===== src/rtl/fifo_pkg.sv =====
`default_nettype none
// ============================================================================
// Module      : fifo_pkg
// Description : Shared constants for the FIFO read-side stream logic:
//               skid-buffer occupancy encoding and FIFO read latency.
// Revision    : 1.0 - initial release
// ============================================================================
package fifo_pkg;
    localparam logic [1:0] OCC_EMPTY  = 2'd0;
    localparam logic [1:0] OCC_ONE    = 2'd1;
    localparam logic [1:0] OCC_TWO    = 2'd2;
    // Cycles from an accepted r_en until fifo_data_out carries the word
    localparam int         RD_LATENCY = 1;
endpackage
`default_nettype wire


===== src/rtl/fifo_skid_buf.sv =====
`default_nettype none
// ============================================================================
// Module      : fifo_skid_buf
// Description : Two-entry in-order buffer. Head entry drives dout and holds
//               its last value when the buffer empties.
// Revision    : 1.0 - initial release
// ============================================================================
module fifo_skid_buf
    import fifo_pkg::*;
#(
    parameter int DATA_WIDTH = 8
) (
    input  logic                  clk,
    input  logic                  rst_n,
    input  logic                  clr,
    input  logic                  push,
    input  logic                  pop,
    input  logic [DATA_WIDTH-1:0] din,
    output logic [DATA_WIDTH-1:0] dout,
    output logic [1:0]            occ
);

    logic [1:0]            occ_q,  occ_d;
    logic [DATA_WIDTH-1:0] head_q, head_d;
    logic [DATA_WIDTH-1:0] tail_q, tail_d;

    // Next-state for occupancy and the two entries
    always_comb begin
        occ_d  = occ_q;
        head_d = head_q;
        tail_d = tail_q;
        if (clr) begin
            occ_d = OCC_EMPTY;
        end else begin
            case (occ_q)
                OCC_EMPTY: begin
                    if (push) begin
                        head_d = din;
                        occ_d  = OCC_ONE;
                    end
                end
                OCC_ONE: begin
                    case ({push, pop})
                        2'b11:   head_d = din;
                        2'b10: begin
                            tail_d = din;
                            occ_d  = OCC_TWO;
                        end
                        2'b01:   occ_d = OCC_EMPTY;
                        default: occ_d = OCC_ONE;
                    endcase
                end
                OCC_TWO: begin
                    if (pop) begin
                        head_d = tail_q;
                        occ_d  = OCC_ONE;
                        if (push) begin
                            tail_d = din;
                            occ_d  = OCC_TWO;
                        end
                    end
                end
                default: occ_d = OCC_EMPTY;
            endcase
        end
    end

    // Buffer state registers
    always_ff @(posedge clk or negedge rst_n) begin
        if (!rst_n) begin
            occ_q  <= OCC_EMPTY;
            head_q <= '0;
            tail_q <= '0;
        end else begin
            occ_q  <= occ_d;
            head_q <= head_d;
            tail_q <= tail_d;
        end
    end

    assign dout = head_q;
    assign occ  = occ_q;

    // A push into a full buffer without a pop would lose a word
    a_no_overflow : assert property (@(posedge clk) disable iff (!rst_n)
        !(push && !pop && !clr && (occ_q == OCC_TWO)));

endmodule
`default_nettype wire


===== src/rtl/fifo_stream_reader.sv =====
`default_nettype none
// ============================================================================
// Module      : fifo_stream_reader
// Description : Read-side master for an asynchronous FIFO. Issues r_en,
//               absorbs the 1-cycle read latency into a 2-entry skid buffer
//               and presents words as a valid/ready stream at 1 word/cycle.
// Revision    : 1.0 - initial release
// ============================================================================
module fifo_stream_reader
    import fifo_pkg::*;
#(
    parameter int DATA_WIDTH = 8,
    parameter int CNT_WIDTH  = 16
) (
    input  logic                  rclk,
    input  logic                  rst_n,
    input  logic                  en,
    input  logic                  flush,
    input  logic                  fifo_empty,
    input  logic [DATA_WIDTH-1:0] fifo_data_out,
    output logic                  fifo_r_en,
    output logic                  m_valid,
    input  logic                  m_ready,
    output logic [DATA_WIDTH-1:0] m_data,
    output logic [CNT_WIDTH-1:0]  rd_count,
    output logic                  busy
);

    // The in_flight tracking below assumes a single-cycle FIFO read
    generate
        if (RD_LATENCY != 1) begin : g_lat_chk
            $error("fifo_stream_reader supports RD_LATENCY == 1 only");
        end
    endgenerate

    logic                 in_flight_q, in_flight_d;
    logic                 discard_q,   discard_d;
    logic [CNT_WIDTH-1:0] rd_count_q,  rd_count_d;
    logic [1:0]           occ;
    logic                 pop;
    logic                 capture;
    logic [2:0]           fill;

    // Handshake, capture and read-issue decisions
    always_comb begin
        pop     = m_valid & m_ready & ~flush;
        capture = in_flight_q & ~flush & ~discard_q;
        // Words that will be held after this edge if no new read is issued
        fill    = {1'b0, occ} + {2'b00, in_flight_q} - {2'b00, pop};
        fifo_r_en = rst_n & en & ~flush & ~fifo_empty & (fill < 3'd2);
        in_flight_d = fifo_r_en;
        // Marks a word dropped by flush while in flight
        discard_d   = flush & in_flight_q;
        rd_count_d  = rd_count_q + CNT_WIDTH'(pop);
    end

    // Control flags and delivered-word counter
    always_ff @(posedge rclk or negedge rst_n) begin
        if (!rst_n) begin
            in_flight_q <= 1'b0;
            discard_q   <= 1'b0;
            rd_count_q  <= '0;
        end else begin
            in_flight_q <= in_flight_d;
            discard_q   <= discard_d;
            rd_count_q  <= rd_count_d;
        end
    end

    fifo_skid_buf #(
        .DATA_WIDTH (DATA_WIDTH)
    ) u_skid (
        .clk   (rclk),
        .rst_n (rst_n),
        .clr   (flush),
        .push  (capture),
        .pop   (pop),
        .din   (fifo_data_out),
        .dout  (m_data),
        .occ   (occ)
    );

    assign m_valid  = (occ != OCC_EMPTY);
    assign busy     = (occ != OCC_EMPTY) | in_flight_q;
    assign rd_count = rd_count_q;

endmodule
`default_nettype wire


===== config.mk =====
export PLATFORM = sky130hd
export DESIGN_NAME = fifo_stream_reader
export DESIGN_NICKNAME = d
export VERILOG_FILES = /design/src/rtl/fifo_pkg.sv /design/src/rtl/fifo_skid_buf.sv /design/src/rtl/fifo_stream_reader.sv
export SDC_FILE = /design/constraint.sdc
export NUM_CORES = 1
export LEC_CHECK = 0
export BUFFER_PORTS_ARGS = -buffer_cell sky130_fd_sc_hd__buf_2
export CORE_MARGIN = 2
export CORE_UTILIZATION = 47
export DETAILED_ROUTE_END_ITERATION = 7
export PLACE_DENSITY = 0.78
export SLEW_MARGIN = 20
export SYNTH_ARGS = -nofsm -noshare
export SYNTH_HDL_FRONTEND = slang
export SYNTH_SLANG_ARGS = --single-unit

===== constraint.sdc =====
create_clock -name rclk -period 1.75 [get_ports rclk]
set_clock_uncertainty 0.1 [all_clocks]
set_input_delay 0.0875 -clock rclk [delete_from_list [all_inputs] [get_ports rclk]]
set_output_delay 0.0875 -clock rclk [all_outputs]
set_load 0.02 [all_outputs]

## Yosys cells after proc, flatten, opt, wreduce, memory -nomap -nowiden

Cells that the tools add are included.

| word-level totals | value |
|---|---|
| input port bits | 14 |
| register bits after elaboration | 36 |

| cells by class | value |
|---|---|
| multiplexer cells | 13 |
| magnitude comparators | 1 |
| bitwise gates (word level) | 13 |
| add/subtract/negate cells | 3 |
| equal/unequal tests | 13 |
| reduce and logical (&&, ||, !) cells | 7 |

Operator list:

| cell | number |
|---|---|
| 8-bit two-way mux | 5 |
| 8-bit one-hot mux with 3 select lines | 1 |
| 16-bit by 1-bit adder with 16-bit output | 1 |
| 8-bit one-hot mux with 2 select lines | 1 |
| 2-bit one-hot mux with 3 select lines | 2 |
| 5-bit AND reduction | 2 |
| 1-bit AND | 9 |
| 2-bit two-way mux | 4 |
| 2-bit by 1-bit != test with 1-bit output, second input constant | 4 |
| 2-bit == test, second input constant | 3 |
| 3-bit by 2-bit != test with 1-bit output, second input constant | 2 |
| 2-bit by 1-bit == test with 1-bit output, second input constant | 2 |
| 2-bit nonzero test | 2 |
| 2-bit by 1-bit adder with 3-bit output | 1 |
| 3-bit by 2-bit < comparator with 1-bit output, second input constant | 1 |
| 3-bit != test, second input constant | 1 |
| 1-bit inverter | 3 |
| 3-bit AND reduction | 1 |
| 3-bit nonzero test | 1 |
| 3-bit by 1-bit subtractor with 3-bit output | 1 |
| 2-bit logical NOT | 1 |
| 2-bit != test, second input constant | 1 |
| 1-bit bitwise OR | 1 |

## Longest topological paths before layout

Gate-level depths: netlist of run 1.

| logic depth | value |
|---|---|
| depth in word-level cells | 7 |
| gate-level depth with buffers | 9 |
| mapped depth without buffers | 8 |

## Modules after synthesis

Synthesis of run 1 repeated with hierarchy kept, for this count alone.

| second synthesis, totals | value |
|---|---|
| cells, all modules | 132 |
| area total of the unflattened synthesis | 1747.9 um^2 |

By module, submodules not included:

| module | cells an instance | instances | seq. area each (um^2) | area each (um^2) |
|---|---|---|---|---|
| fifo_stream_reader | 71 | 1 | 450.4 | 874.6 |
| fifo_skid_buf | 61 | 1 | 450.4 | 873.3 |

## Least setup slack after synthesis of run 1

OpenSTA, ideal clock, no wires.

| path | value |
|---|---|
| path kind | reg2reg |
| start point | register u_skid.occ_q[1] (netlist: u_skid.occ[1]) |
| end point | register in_flight_q |
| path buffers | 1 |
| library setup time | 205 ps |
| arrival time | 2244 ps |
| period minus slack after synthesis | 2549 ps |
| path slack | -799 ps |
| cell stages (with the launch flop) | 8 |
| cells stage by stage | dfrtp_1 buf_6 nor2b_2 nor2b_4 o21ai_0 fa_1 xor2_1 nor4_1 |

| between the ends | value |
|---|---|
| cells in the longest elaborated chain, start to end | 6 |

RTL lines:

| what | RTL line | RTL |
|---|---|---|
| start, declared | fifo_skid_buf.sv:23 | `logic [1:0] occ_q, occ_d;` |
| start signal, assigned | fifo_skid_buf.sv:71 | `occ_q <= OCC_EMPTY;` |
| start signal, assigned | fifo_skid_buf.sv:75 | `occ_q <= occ_d;` |
| 2-bit nonzero test | fifo_stream_reader.sv:83 | `assign m_valid = (occ != OCC_EMPTY);` |
| 1-bit AND (2 in series) | fifo_stream_reader.sv:46 | `pop = m_valid & m_ready & ~flush;` |
| 3-bit by 1-bit subtractor with 3-bit output * | fifo_stream_reader.sv:49 | `fill = {1'b0, occ} + {2'b00, in_flight_q} - {2'b00, pop};` |
| 3-bit by 2-bit < comparator with 1-bit output * | fifo_stream_reader.sv:50 | `fifo_r_en = rst_n & en & ~flush & ~fifo_empty & (fill < 3'd2);` |
| 1-bit AND * | fifo_stream_reader.sv:50 |  |
| via fifo_r_en | fifo_stream_reader.sv:21 | `output logic fifo_r_en,` |
| end signal, assigned | fifo_stream_reader.sv:64 | `in_flight_q <= in_flight_d;` |
| end, declared | fifo_stream_reader.sv:36 | `logic in_flight_q, in_flight_d;` |

Mark *: on every way through the listed nets, which the timed path passes. The rest lies on a longest branch.
A chain may end at the register's enable or synchronous reset.

## Worst setup path after layout of run 1

| path | value |
|---|---|
| start point | register u_skid.occ_q[1] (netlist: u_skid.occ[1]) |
| end point | output fifo_r_en |

| between the ends | value |
|---|---|
| cells in the longest elaborated chain, start to end | 6 |

RTL lines:

| what | RTL line |
|---|---|
| 2-bit nonzero test | fifo_stream_reader.sv:83 |
| 1-bit AND (2 in series) | fifo_stream_reader.sv:46 |
| 3-bit by 1-bit subtractor with 3-bit output * | fifo_stream_reader.sv:49 |
| 3-bit by 2-bit < comparator with 1-bit output * | fifo_stream_reader.sv:50 |
| 1-bit AND * | fifo_stream_reader.sv:50 |
| end, declared | fifo_stream_reader.sv:21 |

Mark *: on every way between the ends. The rest lies on a longest branch, timed or not.

==> results of run 1 <==
==> sequential cells by signal, indices dropped and copies added, names as in the netlist <==
register and flops:
rd_count 16, u_skid.dout 8, u_skid.tail_q 8, u_skid.occ 2, discard_q 1, in_flight_q 1
==> repair_timing <==
| action | CTS | global route |
|---|---|---|
| resized for setup | 24 | 19 |
| setup buffers | 5 | 3 |
| hold buffers | 11 | 0 |
| pin swaps | 3 | 6 |
| setup endpoints to repair | 29 | 33 |
| endpoints found under the hold margin | 45 | 0 |
==> worst max-delay path: stages (launching register included) <==
cell and delay [ns]:
sky130_fd_sc_hd__dfrtp_1 0.40, sky130_fd_sc_hd__nor2b_4 0.14, sky130_fd_sc_hd__nor2b_4 0.13, sky130_fd_sc_hd__buf_6 0.11, sky130_fd_sc_hd__fa_2 0.36, sky130_fd_sc_hd__xor2_2 0.17
sky130_fd_sc_hd__nor4_4 0.26, sky130_fd_sc_hd__buf_4 0.18
==> synthesized netlist by cell type, types with 2 or more instances <==
cell type and instances:
sky130_fd_sc_hd__nand2_1 5, sky130_fd_sc_hd__and3_1 2, sky130_fd_sc_hd__mux2_4 8, sky130_fd_sc_hd__ha_1 4
sky130_fd_sc_hd__inv_1 5, sky130_fd_sc_hd__nor2_1 9, sky130_fd_sc_hd__o21ai_0 3, sky130_fd_sc_hd__nand3_1 6
sky130_fd_sc_hd__dfrtp_1 36, sky130_fd_sc_hd__buf_6 2, sky130_fd_sc_hd__mux2_2 16, sky130_fd_sc_hd__xor2_1 2
sky130_fd_sc_hd__nand4_1 6, sky130_fd_sc_hd__a21oi_1 3, sky130_fd_sc_hd__xnor2_1 13
==> area by class of cell <==
| cell class | count | area share (%) |
|---|---|---|
| inverter | 5 | 0.721 |
| clock buffer | 6 | 3.17 |
| clock inverter | 2 | 0.385 |
| timing repair buffer | 75 | 20.2 |
| multi-input combinational | 93 | 38.6 |
| tap | 48 | 2.31 |
| sequential | 36 | 34.6 |
==> layer usage <==
layer	global-route usage (%)	wire length (um)	up-vias
met5	0	0	-
met4	10.4	64	0
met3	4.86	110	6
met2	36.0	2270	24
met1	28.5	1910	691
li1	-	-	631
==> worst min path at each step <==
stage | depth (start not counted) | to | start
2_1_floorplan | 0 | discard_q | rst_n
6_report | 3 | in_flight_q | flush
3_5_place_dp | 2 | rd_count[13] | rst_n
3_3_place_gp | 2 | u_skid.occ[1] | rst_n
4_1_cts | 3 | in_flight_q | flush
5_1_grt | 3 | in_flight_q | flush
==> through the flow <==
| step | util, % | cells | setup TNS [ns] | worst slack, ns |
|---|---|---|---|---|
| global placement | 60.1 | 238 | -2.87 | -0.247 |
| finish | 72.2 | 265 | -4.95 | -0.489 |
| global route | 72.2 | 265 | -6.84 | -0.566 |
| detailed placement | 60.1 | 238 | -4.06 | -0.273 |
| floorplan | - | 136 | -2.06 | -0.368 |
| CTS | 69.3 | 262 | -2.80 | -0.487 |
==> power breakdown <==
| group | internal, uW | switching [uW] | total [uW] |
|---|---|---|---|
| Clock | 314 | 292 | 606 |
| Sequential | 920 | 71.5 | 992 |
| Combinational | 216 | 225 | 441 |
| Total | 1450 | 589 | 2040 |
==> layout by cell type (no fill, tap or decap), drive strengths merged, types with 4 or more instances in the layout <==
master,netlist,routed
nand2,5,5
inv,5,5
nor2,10,10
a21oi,4,4
buf,2,64
dlygate4sd3,0,11
nand4,6,6
dfrtp,36,36
mux2,24,24
xnor2,13,13
nand3,6,6
clkbuf,0,6
ha,4,4
==> cell families after synthesis <==
family | share of synthesized area [%]
AOI/OAI and AO/OA | 4.24
xor gates and xnor gates | 7.54
adders and majority gates | 4.02
buffers and inverters | 2.37
DFF | 51.7
muxes | 17.2
and+or+nand+nor | 12.9
==> results.txt, run 1 <==
----------------------------------------------------
[Placed design]
  Final weighted congestion in routability-driven placement ... 0.933
  Placed wire-length estimate ... 2.68 mm
  Count of buffers from port buffering ... 40
  Placed Instance Area ... about 2200 um2

[Critical path]
  Crit start category ... flip-flop
  Worst setup endpoint ... fifo_r_en
  Setup slack, reg-to-reg ... -0.28 ns
  Worst flop-to-flop path startpoint ... u_skid.occ[1]
  Critical path class ... flip-flop to output pin
  Arrival @ worst endpoint ... 2.05 ns
  Capture instance of the worst register-to-register path ... u_skid.tail_q[1]
  Launching instance or port of the critical path ... u_skid.occ[1]
  Element type at the critical path end ... output pin
  Endpoint required time on the critical path ... 1.56 ns
  Largest fanout on the critical path ... 3
  Reg2reg path depth ... 11

[Timing]
  Crit path time final ... 2.24 ns
  Final clock period utilization by the worst path ... 128%
  Slew Viols, Final ... 0
  Final setup fails ... 24
  Headroom to the max-slew limit ... 64.7%
  Worst slack on hold paths ... 0.0532 ns
  F_max ... approximately 450 MHz
  Transition time at the pin with the least slew margin ... 0.528 ns
  Endpoints failing hold ... 0
  Setup repair after global routing missed its margin ... yes
  Setup ws final ... -0.489 ns

[Synth]
  Post-synthesis cell area ... 1740 um2
  Ys Warns ... 0
  Share of the synthesized area in the top cell type ... 51.7%
  Number of different library cells in the post-synthesis netlist ... 31
  EDFF count, synth ... 0
  Sequential-to-total area share from yosys stat ... 51.7%
  Cell count after synthesis ... 136
  Most area-consuming cells after synthesis ... sky130_fd_sc_hd__dfrtp_1, sky130_fd_sc_hd__mux2_2, sky130_fd_sc_hd__mux2_4, sky130_fd_sc_hd__xnor2_1, sky130_fd_sc_hd__ha_1
  Synth async-reset ratio ... 100%
  FF+latch count, synth ... 36
  Post-Synthesis Net Count ... 155
  Syn_area_per_cell ... 12.8 um2
  Primary flip-flop cell chosen by synthesis mapping ... sky130_fd_sc_hd__dfrtp_1
  Yosys top cell by area ... sky130_fd_sc_hd__dfrtp_1

[Clocking]
  Root buf cell ... sky130_fd_sc_hd__clkbuf_8
  Sink Count ... 36
  Clock Pin Slew Worst Setup and Hold Paths ... 0.07 ns
  H-tree lvl count ... 2
  Clock latency on the worst-skew pair ... 0.29 ns
  Max Buffers Root-to-Sink ... 2
  Total clock buffers created by CTS ... 5
  Clock tree from TritonCTS ... built

[Final layout]
  Layout cell share with drive strength beyond 1 ... 56.7%
  Sequential Area ... 901 um2
  Area of the multi-input gates ... 1000 um2
  Nets ... around 240
  Antenna Diode Count ... 0
  Fill cell total of the finished layout ... 241
  Area of all placed cells without fillers ... ~2600 um2
  Synthesis-to-layout area growth ... 49.4%

[Die]
  Initial core utilization ... 48.3%
  Die Footprint ... around 4200 um2
  Core ar. ... between 3000 and 4000 um2
  Total I/O pin count ... 41
  Die Y-Extent ... 64.9 um
  # rows ... 22
  Width of the die ... 64.9 um

[Detailed routing]
  Number of search-and-repair iterations in the first detailed-routing pass ... 3
  Total Routed Length ... 4.35 mm
  Initial DRC Count ... 63
  DRC Markers ... 0
  Detail Route Antenna Nets ... 0
  Drt via density ... 5.10
  Routed length per placed instance ... ~16 um
  Routed via count ... between 1,000 and 1,500

[Pwr]
  Power density cells ... 783 nW/um2
  Overall power consumption ... 2040 uW
  Leakage power figure ... 0.00132 uW
  Peak supply drop ... 598 uV

[Global routing]
  Via count of the first global-routing pass ... 1,359
  GRT Total Usage ... 22.3%
  Antenna violations before repair ... 0
  Maximum number of pins on one net before global-route repair ... 37
  Overall overflow remaining after global route ... 0
  Wire length of the first global-routing pass ... 6.78 mm

[Worst hold path]
  Path category of the worst min-delay check ... input port to flip-flop

[Status]
  Outcome ... finished, violations left
  Violated checks ... setup timing

[Run]
  Reported max-cap violation count ... 0

----------------------------------------------------
(Power assumes the default switching activity.)
==> run 2, diff against run 1 <==
Settings changed: CORE_MARGIN 2 to default.
==> run 2 against run 1 <==
- the run still ends with setup timing left
- fmax down 3.2%
- power down 2.2%
- via count down 1.8%
- sequential power down 1%
- clock-buffer cell count up 1
- critical path type unchanged
==> results.txt, run 2 (same netlist as run 1, synthesis figures left out) <==
----------------------------------------------------
[Status]
  Outcome ... finished, violations left
  Violated checks ... setup timing

[Detailed routing]
  Initial DRC Count ... 52 (-17%)
  Total Routed Length ... 3.96 mm (-9.1%)
  DRC Markers ... 0 (unchanged)
  Routed via count ... 1,328 (-1.8%)
  Routed length per placed instance ... 15.0 um (-8.8%)
  Detail Route Antenna Nets ... 0 (unchanged)
  Drt via density ... 5.03 (-1.4%)
  Number of search-and-repair iterations in the first detailed-routing pass ... 4 (+1)

[Timing]
  Final setup fails ... 26 (+8.3%)
  Setup repair after global routing missed its margin ... yes
  F_max ... 432 MHz (-3.2%)
  Transition time at the pin with the least slew margin ... 0.495 ns (-0.0333 ns)
  Slew Viols, Final ... 0 (unchanged)
  Headroom to the max-slew limit ... 66.9% (+2.2 points)
  Setup ws final ... -0.563 ns (-0.0740 ns)
  Crit path time final ... 2.31 ns (+0.0740 ns)
  Final clock period utilization by the worst path ... 132% (+4.2 points)
  Endpoints failing hold ... 0 (unchanged)

[Pwr]
  Power density cells ... 793 nW/um2 (+1.2%)
  Fraction of power consumed by the clock network ... 31.2% (+1.5 points)
  Leakage power figure ... 0.00125 uW (-5.1%)
  Internal power summed over all cells ... 1420 uW (-2.4%)
  Sw Ratio ... 29.0% (+0.12 points)
  Net switching component of the power ... 578 uW (-1.8%)
  Peak supply drop ... 555 uV (-7.2%)
  Combinational power share ... 19.6% (-2.0 points)
  Sequential power share ... 49.2% (+0.5 points)

[Placed design]
  Cell count after placement ... 239 (+0.42%)
  Count of buffers from port buffering ... 40 (unchanged)
  Placed wire-length estimate ... 2.64 mm (-1.7%)
  Final weighted congestion in routability-driven placement ... 0.896 (-4.0%)
  Placed Instance Area ... 2190 um2 (+0.92%)

[Die]
  Die Footprint ... 3950 um2 (-6.1%)
  Die Y-Extent ... 62.9 um (-3.1%)
  # rows ... 21 (-4.5%)
  Core ar. ... 3440 um2 (-4.5%)
  Width of the die ... 62.9 um (-3.1%)
  Initial core utilization ... 50.6% (+2.3 points)
  Total I/O pin count ... 41 (unchanged)

[Clocking]
  Sink Count ... 36 (unchanged)
  H-tree lvl count ... 2 (unchanged)
  Total clock buffers created by CTS ... 5 (unchanged)
  Root buf cell ... sky130_fd_sc_hd__clkbuf_8
  Max Buffers Root-to-Sink ... 2 (unchanged)
  Clock Pin Slew Worst Setup and Hold Paths ... 0.07 ns (about the same)
  Clock tree from TritonCTS ... built
  Clock latency on the worst-skew pair ... 0.29 ns (about the same)

[Worst hold path]
  Source of the worst hold timing path ... flush
  Path category of the worst min-delay check ... input port to flip-flop
  Worst Hold Depth ... 3 (unchanged)
  Hold EP ... u_skid.occ[1]

[Critical path]
  Endpoint required time on the critical path ... 1.56 ns (about the same)
  Largest fanout on the critical path ... 2 (-1)
  Crit start category ... flip-flop
  Arrival @ worst endpoint ... 2.13 ns (+0.08 ns)
  Setup slack, reg-to-reg ... -0.36 ns (-0.08 ns)
  Element type at the critical path end ... output pin
  Reg2reg path depth ... 9 (-2)
  Critical path class ... flip-flop to output pin
  Worst flop-to-flop path startpoint ... u_skid.occ[1]
  Capture instance of the worst register-to-register path ... u_skid.dout[0]

[Global routing]
  GRT Total Usage ... 22.3% (+0.024 points)
  Antenna violations before repair ... 0 (unchanged)
  Via count of the first global-routing pass ... 1,379 (+1.5%)
  Overall overflow remaining after global route ... 0 (unchanged)
  Maximum number of pins on one net before global-route repair ... 37 (unchanged)
  Wire length of the first global-routing pass ... 6.60 mm (-2.7%)

[Final layout]
  Synthesis-to-layout area growth ... 44.4%
  Area of the multi-input gates ... 916 um2 (-8.8%)
  Flip-flop count of the largest register, all copies and words added ... 16 (unchanged)
  End-of-flow core utilization ... 73.1% (+0.89 points)
  Area of all placed cells without fillers ... 2510 um2 (-3.4%)
  Finished Layout Cells ... 264 (-0.38%)
  Commonest non-fill, non-tap cell in the layout ... sky130_fd_sc_hd__buf_2
  Sequential Area ... 901 um2 (unchanged)
  Leading cell types in the layout, fill and taps excluded ... sky130_fd_sc_hd__buf_2, sky130_fd_sc_hd__dfrtp_1, sky130_fd_sc_hd__buf_4
  Fill cell total of the finished layout ... 234 (-2.9%)
  Layout cell share with drive strength beyond 1 ... 53.7% (-3.0 points)
  Antenna Diode Count ... 0 (unchanged)
  Nets ... 236 (+0.43%)

[Run]
  Reported max-cap violation count ... 0 (unchanged)

----------------------------------------------------
[run 2: repair_timing]
item / 4_1_cts / 5_1_grt
resized for setup: 11 / 8
endpoints found under the hold margin: 45 / 0
buffers inserted: 6 / 1
endpoints found under the setup margin: 29 / 35
cloned: 0 / 0
pin swaps: 6 / 4
hold buffers: 10 / 0
[run 2: per-layer routing]
metal	GRT usage [%]	up-vias	wire [um]
met5	0	-	0
met4	9.30	0	84
met3	6.57	8	131
met2	38.2	33	1980
met1	25.7	660	1750
li1	-	627	-
[run 2: worst max path at each step]
stage | start | to | slack (ns) | cells past startpoint
detailed placement | discard_q | u_skid.dout[0] | -0.31 | 7
global route | u_skid.occ[0] | fifo_r_en | -0.65 | 7
global placement | discard_q | u_skid.dout[4] | -0.27 | 7
floorplan | u_skid.occ[1] | in_flight_q | -0.37 | 7
CTS | u_skid.occ[0] | fifo_r_en | -0.52 | 7
finish | u_skid.occ[1] | fifo_r_en | -0.56 | 7
[run 2: final cells by class]
cell class	instances	area share, %
Clock buffer	7	3.43
Timing Repair Buffer	76	21.0
Clock inverter	1	0.299
Tap cell	46	2.29
Inverter	5	0.746
Sequential cell	36	35.8
Multi-Input combinational cell	93	36.4
[run 2: power groups by stage]
stage | registers (uW) | logic [uW] | clock network [uW]
6_report | 982 | 391 | 621
3_3_place_gp | 984 | 359 | 0
4_1_cts | 982 | 392 | 633
3_5_place_dp | 992 | 364 | 0
5_1_grt | 996 | 420 | 674
2_1_floorplan | 1090 | 105 | 0
[run 2: through the flow]
step | TNS, ns | setup WS [ns] | hold WS, ns | power, uW
finish | -6.68 | -0.563 | 0.0341 | 1990
global route | -9.10 | -0.650 | 0.0365 | 2090
CTS | -6.64 | -0.523 | 0.0245 | 2010
detailed placement | -5.16 | -0.312 | 0.129 | 1360
global placement | -3.98 | -0.269 | 0.121 | 1340
floorplan | -2.06 | -0.368 | -0.308 | 1190
[run 2: worst max-delay path: stages, from the launching register on]
cell and delay, ns:
sky130_fd_sc_hd__dfrtp_1 0.39, sky130_fd_sc_hd__nor2b_4 0.17, sky130_fd_sc_hd__nor2b_4 0.16, sky130_fd_sc_hd__o21ai_2 0.07, sky130_fd_sc_hd__fa_2 0.40, sky130_fd_sc_hd__xor2_2 0.16
sky130_fd_sc_hd__nor4_4 0.29, sky130_fd_sc_hd__buf_4 0.20
==> run 3, diff against run 2 <==
Settings changed: CORE_ASPECT_RATIO from default to 0.8, REMOVE_ABC_BUFFERS from default to 1.
==> run 3 against run 2 <==
- the run still ends with setup timing left
- clock-buffer cell count fell by 1
- critical path depth did not move
- cell count fell by 4.5%
- sequential power barely moved
- critical path type unchanged
- design area fell by 3.9%
- first-iteration DRC count rose by 85%
- utilization fell by 3.9 points
- flip-flop and latch count did not move
- setup slack improved by 0.022 ns
- sequential share of layout area rose by 1.4 points
- register-to-register slack improved by 0.10 ns
- non-clock buffer count fell by 8
==> results.txt, run 3 (same netlist as run 1, synthesis figures left out) <==
----------------------------------------------------
[Status]
  Outcome ... finished, violations left
  Violated checks ... setup timing

[Global routing]
  Via count of the first global-routing pass ... 1,246 (-9.6%)
  Maximum number of pins on one net before global-route repair ... 37 (unchanged)
  Wire length of the first global-routing pass ... 5.89 mm (-11%)
  GRT Total Usage ... 19.7% (-2.5 points)
  Overall overflow remaining after global route ... 0 (unchanged)
  Antenna violations before repair ... 0 (unchanged)

[Detailed routing]
  Initial DRC Count ... 96 (+85%)
  Drt via density ... 5.09 (+1.2%)
  Total Routed Length ... 3.70 mm (-6.5%)
  Detail Route Antenna Nets ... 0 (unchanged)
  Routed via count ... 1,283 (-3.4%)
  Number of search-and-repair iterations in the first detailed-routing pass ... 4 (unchanged)
  DRC Markers ... 0 (unchanged)
  Routed length per placed instance ... 14.7 um (-2.1%)

[Placed design]
  Final weighted congestion in routability-driven placement ... 0.801 (-11%)
  Placed wire-length estimate ... 2.45 mm (-7.3%)
  Count of buffers from port buffering ... 40 (unchanged)

[Timing]
  Final setup fails ... 28 (+7.7%)
  Crit path time final ... 2.29 ns (-0.0215 ns)
  Setup repair after global routing missed its margin ... yes
  Slew Viols, Final ... 0 (unchanged)
  Setup ws final ... -0.542 ns (+0.0215 ns)
  Transition time at the pin with the least slew margin ... 0.497 ns (+0.00256 ns)
  Endpoints failing hold ... 0 (unchanged)
  Headroom to the max-slew limit ... 66.8% (-0.17 points)
  Sum of negative setup slack ... -4.49 ns (+2.20 ns)
  Final clock period utilization by the worst path ... 131% (-1.2 points)
  F_max ... 436 MHz (+0.94%)

[Pwr]
  Peak supply drop ... 638 uV (+15%)
  Leakage power figure ... 0.00122 uW (-2.3%)
  Overall power consumption ... 2120 uW (+6.2%)
  Power density cells ... 876 nW/um2 (+10%)

[Critical path]
  Endpoint required time on the critical path ... 1.56 ns (about the same)
  Crit start category ... flip-flop
  Worst setup endpoint ... fifo_r_en
  Largest fanout on the critical path ... 3 (+1)
  Element type at the critical path end ... output pin
  Launching instance or port of the critical path ... u_skid.occ[1]
  Capture instance of the worst register-to-register path ... u_skid.tail_q[2]
  Arrival @ worst endpoint ... 2.10 ns (-0.03 ns)
  Worst flop-to-flop path startpoint ... u_skid.occ[0]
  Reg2reg path depth ... 10 (+1)
  Setup slack, reg-to-reg ... -0.26 ns (+0.10 ns)
  Critical path class ... flip-flop to output pin

[Clocking]
  Clock tree from TritonCTS ... built
  Sink Count ... 36 (unchanged)
  Total clock buffers created by CTS ... 5 (unchanged)
  Clock latency on the worst-skew pair ... 0.29 ns (about the same)
  Root buf cell ... sky130_fd_sc_hd__clkbuf_8
  Clock Pin Slew Worst Setup and Hold Paths ... 0.07 ns (about the same)
  Max Buffers Root-to-Sink ... 2 (unchanged)
  H-tree lvl count ... 2 (unchanged)

[Die]
  Total I/O pin count ... 41 (unchanged)
  Width of the die ... 70.1 um (+11%)
  Die Footprint ... 3950 um2 (about the same)
  Initial core utilization ... 49.8% (-0.76 points)
  Die Y-Extent ... 56.4 um (-10%)
  Core ar. ... 3490 um2 (+1.5%)
  # rows ... 19 (-9.5%)

[Final layout]
  Layout cell share with drive strength beyond 1 ... 49.0% (-4.6 points)
  Flip-flop count of the largest register, all copies and words added ... 16 (unchanged)
  Commonest non-fill, non-tap cell in the layout ... sky130_fd_sc_hd__buf_2
  Synthesis-to-layout area growth ... 38.8%
  Antenna Diode Count ... 0 (unchanged)
  Nets ... 228 (-3.4%)
  Leading cell types in the layout, fill and taps excluded ... sky130_fd_sc_hd__buf_2, sky130_fd_sc_hd__dfrtp_1, sky130_fd_sc_hd__buf_4
  End-of-flow core utilization ... 69.2% (-3.9 points)

[Run]
  Reported max-cap violation count ... 0 (unchanged)

[Worst hold path]
  Worst Hold Depth ... 4 (+1)
  Source of the worst hold timing path ... en
  Path category of the worst min-delay check ... input port to flip-flop

----------------------------------------------------
[run 3: worst min path at each step]
stage / endpoint / slack [ns]
after global routing: in_flight_q / 0.09
after global placement: u_skid.occ[0] / 0.11
final: in_flight_q / 0.1
after detailed placement: in_flight_q / 0.13
after CTS: in_flight_q / 0.07
after floorplan: discard_q / -0.31
[run 3: area by class of cell]
type,count,area [um2]
Clock buffer,6,72.6
Clock inverter,2,35.0
Fill cell,261,1080
Inverter,5,18.8
Multi-Input combinational cell,93,881
Sequential cell,36,901
Tap cell,42,52.6
Timing Repair Buffer,68,457
[run 3: metrics by stage]
step	std cells	area [um2]	hold slack, ns	worst slack (ns)
2_1_floorplan	134	1720	-0.308	-1.24
3_3_place_gp	231	2100	0.109	-0.241
3_5_place_dp	231	2100	0.132	-0.330
4_1_cts	252	2370	0.0730	-0.535
5_1_grt	252	2420	0.0947	-0.661
6_report	252	2420	0.0952	-0.542
[run 3: layer usage]
metal | wire, um | part of all wire [%] | vias to the layer above | track usage, %
li1 | - | - | 612 | -
met1 | 1630 | 44 | 633 | 24.2
met2 | 1850 | 50 | 31 | 32.7
met3 | 152 | 4.1 | 7 | 6.28
met4 | 59 | 1.6 | 0 | 7.43
met5 | 0 | 0 | - | 0
[run 3: power by group]
group	switching (uW)	internal, uW
clock network	298	423
registers	64.9	920
logic	216	195
[run 3: repair_timing]
item,in CTS,in global routing
pin swaps,2,2
hold buffers,11,0
endpoints found under the setup margin,29,34
endpoints found under the hold margin,47,0
gates resized for setup,10,12
setup buffers,2,0
[run 3: worst max-delay path: stages (launching register included)]
cell,delay (ns)
sky130_fd_sc_hd__dfrtp_1,0.38
sky130_fd_sc_hd__nor2b_4,0.13
sky130_fd_sc_hd__nor2b_4,0.13
sky130_fd_sc_hd__buf_6,0.11
sky130_fd_sc_hd__fa_2,0.39
sky130_fd_sc_hd__xor2_2,0.17
sky130_fd_sc_hd__nor4_4,0.30
sky130_fd_sc_hd__buf_4,0.19
